### config.mk
export PLATFORM = sky130hd
export DESIGN_NAME = instr_fetch_unit
export DESIGN_NICKNAME = d
export VERILOG_FILES = /design/src/rtl/instr_fetch_unit.sv
export SDC_FILE = /design/constraint.sdc
export NUM_CORES = 1
export LEC_CHECK = 0
export CELL_PAD_IN_SITES_DETAIL_PLACEMENT = 2
export CELL_PAD_IN_SITES_GLOBAL_PLACEMENT = 2
export CORE_UTILIZATION = 40
export DETAILED_ROUTE_END_ITERATION = 8
export HOLD_SLACK_MARGIN = 0.1
export MAX_ROUTING_LAYER = met4
export PLACE_DENSITY_LB_ADDON = 0.3
export SYNTH_ARGS = -nofsm -noshare
export SYNTH_HDL_FRONTEND = slang
export SYNTH_SLANG_ARGS = --single-unit
export TNS_END_PERCENT = 5
### constraint.sdc
create_clock -name clock -period 4.3 [get_ports clock]
set_input_delay 0.43 -clock clock [delete_from_list [all_inputs] [get_ports clock]]
set_output_delay 0.43 -clock clock [all_outputs]
set_load 0.005 [all_outputs]
### src/rtl/instr_fetch_unit.sv
// Fetch stage: owns the fetch PC, issues in-order imem requests under a credit limit,
// buffers returned instructions with their PCs in a prefetch FIFO and honours EX redirects.
module instr_fetch_unit #(
  parameter logic [31:0] RESET_PC = 32'h0000_0000,
  parameter int unsigned DEPTH    = 4
) (
  input  logic        clock,
  input  logic        reset_n,
  output logic        imem_req_valid,
  input  logic        imem_req_ready,
  output logic [31:0] imem_req_addr,
  input  logic        imem_rsp_valid,
  input  logic [31:0] imem_rsp_data,
  input  logic        redirect_valid,
  input  logic [31:0] redirect_pc,
  output logic        id_valid,
  input  logic        id_ready,
  output logic [31:0] id_instr,
  output logic [31:0] id_pc
);

  localparam int unsigned PW = $clog2(DEPTH);
  localparam int unsigned CW = PW + 1;

  typedef logic [CW-1:0] cnt_t;
  typedef logic [PW-1:0] ptr_t;

  typedef struct packed {
    logic [31:0] pc;
    logic [31:0] instr;
  } entry_t;

  localparam cnt_t DEPTH_C = cnt_t'(DEPTH);

  logic [31:0] fetch_pc_q, fetch_pc_d;
  logic [31:0] rsp_pc_q, rsp_pc_d;
  cnt_t        outstanding_q, outstanding_d;
  cnt_t        discard_q, discard_d;
  cnt_t        count_q, count_d;
  ptr_t        wr_ptr_q, wr_ptr_d;
  ptr_t        rd_ptr_q, rd_ptr_d;
  entry_t      fifo_q [DEPTH];

  logic [CW:0] in_use;
  logic        credit_ok;
  logic        req_fire;
  logic        rsp_ok;
  logic        push;
  logic        pop;
  logic [31:0] redirect_tgt;
  entry_t      head;

  // Every slot is pre-claimed by a request, so buffered plus in-flight never exceeds DEPTH.
  assign in_use    = {1'b0, outstanding_q} + {1'b0, count_q};
  assign credit_ok = in_use < {1'b0, DEPTH_C};

  assign imem_req_valid = reset_n && !redirect_valid && credit_ok;
  assign imem_req_addr  = fetch_pc_q;
  assign req_fire       = imem_req_valid && imem_req_ready;

  // A response with nothing outstanding is a protocol error and is ignored outright.
  assign rsp_ok = imem_rsp_valid && (outstanding_q != '0);
  assign push   = rsp_ok && !redirect_valid && (discard_q == '0);

  assign id_valid = (count_q != '0);
  assign pop      = id_valid && id_ready;

  assign redirect_tgt = redirect_pc & 32'hFFFF_FFFC;

  assign head     = fifo_q[rd_ptr_q];
  assign id_instr = id_valid ? head.instr : 32'h0;
  assign id_pc    = id_valid ? head.pc    : 32'h0;

  always_comb begin
    // NOTE: every always_comb target gets a default first so no path can infer a latch.
    fetch_pc_d    = fetch_pc_q;
    rsp_pc_d      = rsp_pc_q;
    discard_d     = discard_q;
    count_d       = count_q;
    wr_ptr_d      = wr_ptr_q;
    rd_ptr_d      = rd_ptr_q;
    outstanding_d = outstanding_q + cnt_t'(req_fire) - cnt_t'(rsp_ok);

    if (redirect_valid) begin
      // No request fires this cycle, so everything still in flight after this edge is stale.
      fetch_pc_d = redirect_tgt;
      rsp_pc_d   = redirect_tgt;
      discard_d  = outstanding_q - cnt_t'(rsp_ok);
      count_d    = '0;
      wr_ptr_d   = '0;
      rd_ptr_d   = '0;
    end else begin
      if (req_fire) fetch_pc_d = fetch_pc_q + 32'd4;
      if (rsp_ok && (discard_q != '0)) discard_d = discard_q - cnt_t'(1);
      if (push) begin
        rsp_pc_d = rsp_pc_q + 32'd4;
        wr_ptr_d = wr_ptr_q + ptr_t'(1);
      end
      if (pop) rd_ptr_d = rd_ptr_q + ptr_t'(1);
      count_d = count_q + cnt_t'(push) - cnt_t'(pop);
    end
  end

  // NOTE: state flops use non-blocking assignments so all of them update together at the edge.
  always_ff @(posedge clock or negedge reset_n) begin
    if (!reset_n) begin
      fetch_pc_q    <= RESET_PC;
      rsp_pc_q      <= RESET_PC;
      outstanding_q <= '0;
      discard_q     <= '0;
      count_q       <= '0;
      wr_ptr_q      <= '0;
      rd_ptr_q      <= '0;
    end else begin
      fetch_pc_q    <= fetch_pc_d;
      rsp_pc_q      <= rsp_pc_d;
      outstanding_q <= outstanding_d;
      discard_q     <= discard_d;
      count_q       <= count_d;
      wr_ptr_q      <= wr_ptr_d;
      rd_ptr_q      <= rd_ptr_d;
    end
  end

  // NOTE: FIFO storage is not reset; id_* are masked to zero whenever the FIFO is empty.
  always_ff @(posedge clock) begin
    if (push) fifo_q[wr_ptr_q] <= '{pc: rsp_pc_q, instr: imem_rsp_data};
  end

endmodule
After elaboration in Yosys (flattened, before gate mapping)
Memories as Yosys holds them, arrays and structs flattened. Cells that the tools add are included.

Add/subtract/negate cells: 11. Multipliers: 0. Div/mod/pow operators: 0. Order comparisons: 1. Equal/unequal tests: 0. Shift operators: 0. Muxes and demuxes: 15. Bitwise gates (word level): 0. Reduce and logical (&&, ||, !) cells: 17.

Operators with widths (count): $mux 32 (6); $add 32x3->32 const B (2); $mux 3 (3); $reduce_bool 3->1 (3); $sub 3x1->3 (3); $logic_and 1x1->1 (8); $mux 2 (4); $reduce_bool 2->1 (4); $add 3x1->3 (2); $add 2x1->2 const B (2); $add 3x3->4 (1); $lt 4x3->1 const B (1); $logic_not 3->1 (1); $sub 3x1->3 const B (1); $mux 1 (2); $logic_not 1->1 (1).

Register bits: 77. Latch bits: 0. Memory bits (writable): 256. Memory bits (read-only): 0. Input bits: 70. Output and inout bits: 98. Logic and storage cells: 52. Memories kept: 1.

Memories: fifo_q (words 4, width 64, read ports 1, clocked after memory_dff 0, write ports 1, RTL line 42) `entry_t fifo_q [DEPTH];`.

Logic depth before layout (Yosys ltp)
Depth in word-level cells: 7. Mapped depth: 12. Gate-level depth less buffers: 12.

Worst setup path before layout
No wires, ideal clock.

Path type: reg-to-reg. Start: register discard_q[0]. End: memory fifo_q[0][0] (netlist bit) (enable). Setup time: 0.426 ns. Arrival time: 2.569 ns. Data required time: 3.874 ns. Path slack: 1.305 ns. Cell stages (with the launch flop): 6. Buffers on the path: 0. Clock period less this slack: 2.995 ns. Path through: dfrtp_1 inv_1 ha_1 nand2b_1 nor3_1 and2_1.

Cells in the longest elaborated chain, start to end: 4.

RTL lines: start, declared (RTL line 38) `cnt_t discard_q, discard_d;`; start signal, assigned (RTL line 118) `discard_q <= discard_d;`; $logic_not 3->1 (RTL line 63) `assign push = rsp_ok && !redirect_valid && (discard_q == '0);`; $logic_and 1x1->1 (RTL line 63); $mux 1 (RTL line 127) `if (push) fifo_q[wr_ptr_q] <= '{pc: rsp_pc_q, instr: imem_rsp_data};`; $mux 1 (implied by the code) (RTL line 127); end, declared (RTL line 42).

Every way passes these cells.

Worst setup path in the final report
Start: register count_q[1]. End: output port id_pc[12].

Cells in the longest elaborated chain, start to end: 2.

RTL lines: start, declared (RTL line 39) `cnt_t count_q, count_d;`; start signal, assigned (RTL line 119) `count_q <= count_d;`; $reduce_bool 3->1 (RTL line 65) `assign id_valid = (count_q != '0);`; $mux 32 (RTL line 72) `assign id_pc = id_valid ? head.pc : 32'h0;`; end, declared (RTL line 19) `output logic [31:0] id_pc`.

Every way passes these cells.

==> metrics list <==
* Leak Pwr: 5.76 nW
* Max Fanout on Critical Path: 34
* Hold violation total from the final report: 0
- Overall routed net length: 37200 um
- TritonCTS clock tree: yes
- For the pin with the worst max-slew slack, the measured transition is 1.16 ns.
* Highest-count cells in the layout ignoring fill and taps: sky130_fd_sc_hd__edfxtp_1 (248), sky130_fd_sc_hd__clkdlybuf4s50_1 (159), sky130_fd_sc_hd__dfrtp_1 (71)
* Wire length of the first global-routing pass: 57500 um
- CTS Buf Count: 37
- Static timing analysis puts the maximum clock frequency at just under 0.3 GHz.
- After routing, the total negative slack on setup checks comes to 0 ns.
- After Yosys synthesis, full adders, half adders and majority gates account for 1.76% of the synthesized area.
- The tree is rooted in a sky130_fd_sc_hd__clkbuf_16.
- Gp weighted congestion: 0.784
* Switching portion of total power: 27.7%
- After synthesis, the largest family of logic cells by area is multiplexers.
- Max_cap viols: 0
- For this configuration, the core starts out at a cell density of 40.7%.
* Final global-route overflow total: 0
* Clk network pwr share: 32.8%
- The detail route stage leaves a number of antenna-violating nets equal to 0.
- Worst path max stage delay: ~0.8 ns
- Number of primary I/O pins: 168
* Design internal power: between 6 and 7 mW
* Post-synthesis simple-gate area fraction: between 10% and 20%
- After the first detailed-routing iteration, the DRC count stood at approximately 600.
- Measured along the x axis, the die boundary spans roughly 190 um.
- Part of the total power dissipated in combinational logic: 25.8%
- Measured against its own limit, the worst slew margin works out to ~22%.
* Count of different cell masters after synthesis: 55
* Synthesis-to-finish area growth: 24.1%
- The tree built by TritonCTS fans out to 321 sinks.
- After clock tree synthesis, the clock-pin slew on the worst setup and hold paths is roughly 0.060 ns.
- The worst setup path is captured at an output port.
- Crit path DAT: 2.92 ns
- Least setup slack across all paths after layout: roughly 0.95 ns
* Final routed DRC violation total: 0
- During synthesis, Yosys emitted a total of 0 warnings.
* Port bufs: 161
- After clock tree synthesis, the setup repair step added 0 buffers.
- Critical Path Slowest Stage Cell: sky130_fd_sc_hd__or3_2
* Post-synthesis cell area: ~14000 um^2
- Via density per instance: 5.44
- After clock tree synthesis, the flow added hold-fix buffers numbering 1.
* Later-pin clock latency in the skew report: 0.53 ns
- The synthesized netlist devotes 2.99% of its cell area to compound gates.
- Type of the setup path with the least slack: reg -> out
* Nets: around 1100
* Cells along the critical path: or3_2, buf_4, and2_1, clkdlybuf4s50_1
- Deepest level of the CTS H-tree: 2
- Setup repair after global routing left no endpoint under its margin.
* Data required time of the worst path: ~3.9 ns
* Vias in the first global route: 8983
- Tcrit/Tclk final: roughly 80%
- Class of the tightest hold or removal check: in -> async
* Sequential Power Share: about two fifths
- Timing analysis after detailed placement gives a worst setup slack of around 1.2 ns.
* Post-Synthesis Mean Instance Area: between 15 and 20 um^2
* Synth Register Bits: 321
* Multiplexer fraction of the synthesized cell area: 11.9%
* Fin crit period: 3.35 ns
- Maximum resistive drop on vdd: 0.266 mV
- Total vias in the final route: slightly above 8000
- Die Y-Extent: 187 um
* Most common cell after layout, fill and taps aside: sky130_fd_sc_hd__edfxtp_1
* Max-slew violation count: 0
- Cells with a size suffix above 1 make up 16.3% of the layout.
- N_diodes: 0
* Area of the core region: 33600 um^2
- For this run, the share of the core covered by cells in the final layout is 50.5%.
- Maximum number of pins on one net before global-route repair: 55
- Maximum buffer depth of the clock tree: 3
- After synthesis, flip-flops and latches occupy 67.8% of the total area.
* Result of the run: complete, no violations
* Final setup violation count: 0
- Summing the areas of all xor and xnor instances in the mapped netlist gives 3.14% of the synthesized area.
- The die covers 34900 um^2.
- Summed over all nets, the half-perimeter wirelength after detailed placement is 24300 um.
- Net switching power of the design: 2.57 mW
- The first detailed-routing pass took 5 iterations.
- Number of instances in the synthesized netlist: 841
- Number of gates resized after cts: 0
* Critical Path Start Type: register
- Across every metal layer, demand over resource in global routing totals 22.4%.
- In the final routed layout, each cell accounts on average for 24.9 um.
- The initial antenna violation count came to 0.
* Power density over cell area: 548 nW/um^2
- Power consumption: 9.30 mW
* Row count: 67
* Layout Skew: 0.0280 ns
## Yosys cell counts (all sizes together)
cell type,number,area (um^2)
nand2b,5,31.3
conb,1,3.75
a31oi,5,31.3
or3,3,18.8
nor2,24,90.1
and4,9,82.6
edfxtp,248,7450
xnor2,23,201
and3,8,52.6
a21boi,4,30.0
nor3,9,55.1
xor2,26,228
nor2b,3,18.8
inv,16,62.6
a41oi,1,8.76
o31ai,3,36.3
o311ai,3,26.3
buf,22,125
nand2,46,173
nand3,27,140
nor4,5,67.6
o21ai,30,150
a21oi,4,20.0
clkbuf,19,71.3
ha,16,200
and2,72,450
o211ai,13,97.6
and3b,1,8.76
dlymetal6s2s,1,12.5
mux2i,2,20.0
a31o,1,8.76
fa,2,40.0
or2,1,6.26
dfrtp,73,1830
nand4,35,234
mux2,18,206
mux4,62,1400
## worst max-delay path: cells and delay by family (launching register included)
| kind | cells | cell delay, ns |
|---|---|---|
| and+or+nand+nor | 2 | 0.99 |
| buffers and inverters | 2 | 0.93 |
| DFF | 1 | 0.45 |
## area by class of cell
class	instances	area (um^2)
fill	3059	16600
inverter	16	62.6
clock buffer	49	1020
multi-input combinational	465	4150
clock inverter	19	139
timing repair buffer	178	1760
sequential	321	9280
tap	448	561
## final timing paths
check                                         start                       endpoint  slack [ns]  cells past startpoint
max                            count_q[1]$_DFF_PN0_                      id_pc[12]        0.95                      4
min                                         reset_n  imem_req_addr[20]$_DFFE_PN0P_        0.53                      3
max reg2reg                    count_q[1]$_DFF_PN0_           count_q[2]$_DFF_PN0_        1.42                      9
min reg2reg                discard_q[1]$_DFFE_PN0P_       discard_q[1]$_DFFE_PN0P_        0.55                      2
max in group asynchronous                   reset_n        rd_ptr_q[0]$_DFFE_PN0P_        2.64                      4
min in group clock                 imem_rsp_data[7]         fifo_q[0][7]$_DFFE_PP_        0.54                      1
## power by group through the flow
stage	Combinational (mW)	Sequential (mW)	Clock (mW)
finish	2.40	3.85	3.05
global route	2.61	3.89	3.23
CTS	2.47	3.85	3.12
detailed placement	2.42	3.91	0
global placement	2.33	3.89	0
floorplan	1.29	3.75	0
## routing by layer
| layer | part of all wire, % | track usage [%] | wire length (um) | vias up |
|---|---|---|---|---|
| li1 | - | - | - | 3580 |
| met1 | 45 | 30.8 | 16800 | 4280 |
| met2 | 49 | 35.8 | 18200 | 234 |
| met3 | 4.1 | 2.93 | 1520 | 43 |
| met4 | 1.7 | 4.89 | 646 | 0 |
| met5 | 0 | - | 0 | - |
## state kept, by name, summed over array words and instances, names as in the netlist
register,count
count_q,3
rsp_pc_q,30
imem_req_addr,30
wr_ptr_q,2
fifo_q,248
rd_ptr_q,2
outstanding_q,3
discard_q,3
## metrics by stage
step                area, um^2  cells  hold slack [ns]
global route             17000   1496            0.535
global placement         15800   1427            0.533
finish                   17000   1496            0.527
detailed placement       15800   1427            0.540
CTS                      17000   1496            0.523
floorplan                13700    844            0.134
## cell families (layout without fill, tap and decap cells)
logic type      after synthesis  after routing
other cells                   1              4
fa+ha+maj                    18             18
flops                       321            321
xor+xnor                     49             49
simple gates                248            248
buf+inv                      58            262
compound gates               64             64
mux                          82             82
Note: power is estimated with default switching activity, not from simulation.
==> RTL change 1 (same flow settings) <==
Change the parameter `DEPTH` from 4 to 8.
--- a/src/rtl/instr_fetch_unit.sv
+++ b/src/rtl/instr_fetch_unit.sv
@@ -2,7 +2,7 @@
 // buffers returned instructions with their PCs in a prefetch FIFO and honours EX redirects.
 module instr_fetch_unit #(
   parameter logic [31:0] RESET_PC = 32'h0000_0000,
-  parameter int unsigned DEPTH    = 4
+  parameter int unsigned DEPTH    = 8
 ) (
   input  logic        clock,
   input  logic        reset_n,
Check against the original RTL: no difference found for any inputs over 4 cycles, from zero or initial values and one cycle with reset_n low; that may be too few to reach the edited logic, so the function may still have changed.
==> RTL change 1 against the unedited design <==
  * Count of clock-buffer cells in the layout grew 36
  * Final area up 67%
  * Power grew 69%
  * Sequential share of layout area rose by 5.0 points
  * Sequential cell count grew 253
  * Largest power group unchanged
  * Core utilization decreased by 1.6 points
  * Wire length up 74%
  * Synthesized area grew 71%
  * Setup slack worse by 0.20 ns
  * Critical endpoint is now id_pc[9]
==> RTL change 1: results (changes against the unedited design) <==
----------------------------------------------------
[Run status]
  Status ... finished clean

[GRT]
  Total GRT Usage ... 22.7% (+0.33 points)
  Number of global-route vias before repair ... 14400 (+61%)
  Maximum number of pins on one net before global-route repair ... 72 (+31%)
  Antenna violations before repair ... 1 (+1)
  First-pass GRT wire length ... 96700 um (+68%)

[Drt]
  DRC marker count from the first detailed-route iteration ... 778 (+29%)
  Total detailed-routing wirelength ... 64700 um (+74%)
  DRC errors left ... 0 (unchanged)
  DR vias/cell ... 5.56 (+2.1%)

[Synth]
  Distinct cell type count of the synthesized netlist ... 58 (+5.5%)
  Top cell types by occurrence after synthesis ... 496 x edfxtp_1, 124 x mux4_2, 92 x nor2_1, 78 x dfrtp_1, 72 x nand2_1
  Top post-synthesis cells by area ... edfxtp_1 63%, mux4_2 12%, dfrtp_1 8.3%, mux2i_1 2.9%, nor2_1 1.5%
  Mean cell area of the mapped netlist ... 18.0 sq um (+10%)
  EDFF count, synth ... 496 (+100%)
  Async SR Flop Fraction ... 13.6% (-9.2 points)
  Sequential-to-total area share from yosys stat ... 71.8% (+4.0 points)
  Yosys synthesis warning count ... 0 (unchanged)

[Final layout]
  Max FFs per register ... 496 (+100%)
  Non-filler instance count after layout ... 2304 (+54%)
  NumNets Final ... 1584 (+43%)
  Layout cell share with drive strength beyond 1 ... 17.3% (+0.97 points)

[STA]
  Pin slew with the least headroom to its limit ... 0.818 ns (-0.337 ns)
  Worst clock skew ... 0.0207 ns (-0.00729 ns)
  Final hold slack ... 0.194 ns (-0.333 ns)

[CTS]
  Cell at the root of the clock tree ... clkbuf_16
  Number of buffers created by CTS ... 61 (+65%)
  Clock latency at the later pin of the worst-skew pair ... 0.62 ns (+0.09 ns)
  Maximum level of the CTS H-tree ... 2 (unchanged)

[Power]
  Peak supply drop ... 0.000299 V (+13%)
  Static power due to leakage ... 9.08 nW (+57%)

[Setup path]
  Depth of the worst register-to-register path ... 7 (-2)
  Reg-to-reg critical path startpoint ... discard_q[0]$_DFFE_PN0P_
  Data arrival time of the critical path ... 3.12 ns (+0.20 ns)
  Critical R2R Capture ... fifo_q[2][24]$_DFFE_PP_
  Worst Path Max Fanout ... 19 (-44%)

[Min path]
  Hold Path End ... wr_ptr_q[0]$_DFFE_PN0N_
  Number of cells on the worst hold path ... 2
  Hold Path Class ... in2reg

[Placement]
  PortBufs ... 161 (unchanged)
  Post-placement setup slack ... 1.17 ns (+0.00215 ns)
  HPWL after detailed placement ... 37400 um (+54%)
  Routability Congestion ... 0.757 (-3.5%)
  Number of placed cells counting well taps ... 2191 (+54%)

----------------------------------------------------
==> RTL change 1: cell count changes in the layout (fill, tap and decap cells not counted), sizes merged, moves of 36 or more <==
cell | before | now
and2 | 72 | 6
clkbuf | 49 | 85
edfxtp | 248 | 496
mux2i | 2 | 69
mux4 | 62 | 124
nor2 | 24 | 92
==> RTL change 1: routing by layer <==
metal / vias to the layer above / track usage (%) / share of wire, %
met5: - / - / 0
met4: 0 / 5.07 / 1.8
met3: 78 / 3.40 / 4.1
met2: 334 / 38.4 / 51
met1: 6841 / 29.1 / 43
li1: 5546 / - / -
==> RTL change 1: power breakdown <==
part	total [mW]	switching (mW)	leakage, nW	internal, mW
registers	6.60	0.345	5.42	6.26
logic	3.61	1.67	2.66	1.94
clock network	5.46	2.17	0.992	3.29
==> RTL change 1: how the worst max path moves through the flow <==
| stage | startpoint | endpoint | slack [ns] | cells past startpoint |
|---|---|---|---|---|
| 2_1_floorplan | discard_q[0]$_DFFE_PN0P_ | fifo_q[4][0]$_DFFE_PP_ | -1.71 | 6 |
| 3_3_place_gp | rd_ptr_q[0]$_DFFE_PN0P_ | id_pc[9] | 1.28 | 5 |
| 3_5_place_dp | imem_rsp_valid | fifo_q[2][29]$_DFFE_PP_ | 1.17 | 6 |
| 4_1_cts | rd_ptr_q[0]$_DFFE_PN0P_ | id_pc[9] | 0.59 | 5 |
| 5_1_grt | rd_ptr_q[0]$_DFFE_PN0P_ | id_pc[9] | 0.57 | 5 |
| 6_report | rd_ptr_q[0]$_DFFE_PN0P_ | id_pc[9] | 0.75 | 5 |
==> RTL change 1: worst max-delay path, cell delays in order, from the launching register on <==
cell and delay, ns:
dfrtp_4 0.64, buf_4 0.43, mux4_2 0.57, mux2i_1 0.32
nor2_1 0.08, clkdlybuf4s50_1 0.46
==> RTL change 1: cell type report <==
| type | instances | area, sq um |
|---|---|---|
| clock buffers | 85 | 1670 |
| clock inverters | 27 | 380 |
| fillers | 5258 | 29500 |
| inverters | 22 | 82.6 |
| multi-input cells | 642 | 6330 |
| flip-flops and latches | 574 | 16900 |
| well taps | 765 | 957 |
| repair buffers | 189 | 1990 |
==> RTL change 1: stage by stage <==
step           TNS (ns)  cell area (sq um)
6_report              0              28300
4_1_cts               0              28300
2_1_floorplan   -412.31              23500
5_1_grt               0              28300
3_5_place_dp          0              26200
3_3_place_gp          0              26200
==> RTL change 1: logic make-up after synthesis <==
| group | share of synthesized area, % |
|---|---|
| mux | 14.9 |
| other cells | 0.0160 |
| xor+xnor | 1.57 |
| fa+ha+maj | 1.34 |
| buf+inv | 1.64 |
| compound gates | 2.81 |
| simple gates | 5.90 |
| flops | 71.8 |
==> RTL change 2 (same settings) <==
Without the edit above. Make the reset (`reset_n`) synchronous in one clocked block.
--- a/src/rtl/instr_fetch_unit.sv
+++ b/src/rtl/instr_fetch_unit.sv
@@ -102,7 +102,7 @@
   end
 
   // NOTE: state flops use non-blocking assignments so all of them update together at the edge.
-  always_ff @(posedge clock or negedge reset_n) begin
+  always_ff @(posedge clock) begin
     if (!reset_n) begin
       fetch_pc_q    <= RESET_PC;
       rsp_pc_q      <= RESET_PC;
Formal check against the unedited RTL: differs if reset_n is asserted again (counterexample within 4 cycles, from zero or initial values and one cycle with reset_n low); with reset_n held inactive, the same outputs for 4 cycles.
==> RTL change 2 against the unedited design <==
  * Sequential cell count rose by 2
  * Wire length grew 8.8%
  * Synthesized area down 0.88%
  * Via count grew 4.4%
  * Final area up 0.29%
  * Setup slack improved by 0.10 ns
Power is not compared: it rests on default switching activity, and its combinational part moved more than twofold at a synthesized area within 25%.
==> RTL change 2: results (changes against the unedited design) <==
----------------------------------------------------
[Run status]
  Status ... finished clean

[Drt]
  DRC marker count from the first detailed-route iteration ... 367 (-39%)
  Metal1 wirelength ... 17400 um (+3.4%)
  DR vias/cell ... 5.49 (+0.85%)
  Met3 routed WL ... 1800 um (+18%)
  Sum of met2 wire segment lengths after detailed routing ... 20600 um (+13%)
  Total iterations of the first detailed-routing run ... 4 (-1)
  Average routed wire per standard cell ... 26.1 um (+5.1%)

[Setup path]
  Worst Path Max Fanout ... 20 (-41%)
  Reg-to-reg critical path startpoint ... count_q[1]$_SDFF_PP0_
  Worst stage delay on the critical path ... 0.64 ns (-0.15 ns)
  Delay-heaviest family, CP ... buffers and inverters
  CP max-delay cell ... dfxtp_4
  Depth of the worst register-to-register path ... 12 (+3)
  Critical R2R Capture ... outstanding_q[2]$_SDFF_PN0_

[Synth]
  Synth Area in XOR/XNOR ... 2.84% (-0.30 points)
  Mux contribution to synthesized area ... 10.8% (-1.0 points)
  Async SR Flop Fraction ... 0% (-23 points)
  Post-Syn Instances ... 904 (+7.5%)
  Compound-Gate Fraction of Synth Area ... 5.20% (+2.2 points)
  Sequential-to-total area share from yosys stat ... 66.0% (-1.8 points)
  Top cell types by occurrence after synthesis ... 248 x edfxtp_1, 75 x dfxtp_1, 74 x and2_1, 62 x mux4_2, 48 x a21oi_1

[GRT]
  Number of global-route vias before repair ... 9456 (+5.3%)
  Met2 Usage GRT ... 42.8% (+6.9 points)
  Total GRT Usage ... 24.7% (+2.3 points)
  First-pass GRT wire length ... 60800 um (+5.7%)

[STA]
  Minimum clock period ... 3.25 ns (-0.102 ns)
  Slew HR ... 35.4% (+13 points)

[Placement]
  HPWL after detailed placement ... 25500 um (+5.3%)
  Post-DP Area ... 15700 sq um (-0.50%)
  Routability Congestion ... 0.778 (-0.75%)

[Final layout]
  Number of fill cells in the layout ... 3092 (+1.1%)

[Min path]
  Hold Path Class ... in2reg

----------------------------------------------------
[RTL change 2: layout make-up]
cell class	instances	area [sq um]	share of cell area [%]
Multi-Input combinational cell	509	4320	25.4
Timing Repair Buffer	179	1810	10.6
Inverter	22	82.6	0.485
Sequential cell	323	8950	52.6
Clock inverter	21	305	1.79
Clock buffer	47	995	5.84
Tap cell	448	561	3.29
[RTL change 2: worst min path at each step]
stage	start	endpoint	slack, ns	cells after the start
after floorplan	rsp_pc_q[31]$_SDFFE_PN0P_	fifo_q[0][63]$_DFFE_PP_	0.48	0
after global placement	rd_ptr_q[1]$_SDFFE_PP0P_	flop	0.52	2
after detailed placement	rd_ptr_q[1]$_SDFFE_PP0P_	flop	0.52	2
after CTS	imem_rsp_data[0]	fifo_q[2][0]$_DFFE_PP_	0.52	1
after global routing	imem_rsp_data[28]	fifo_q[2][28]$_DFFE_PP_	0.55	1
final	imem_rsp_data[0]	fifo_q[2][0]$_DFFE_PP_	0.54	1
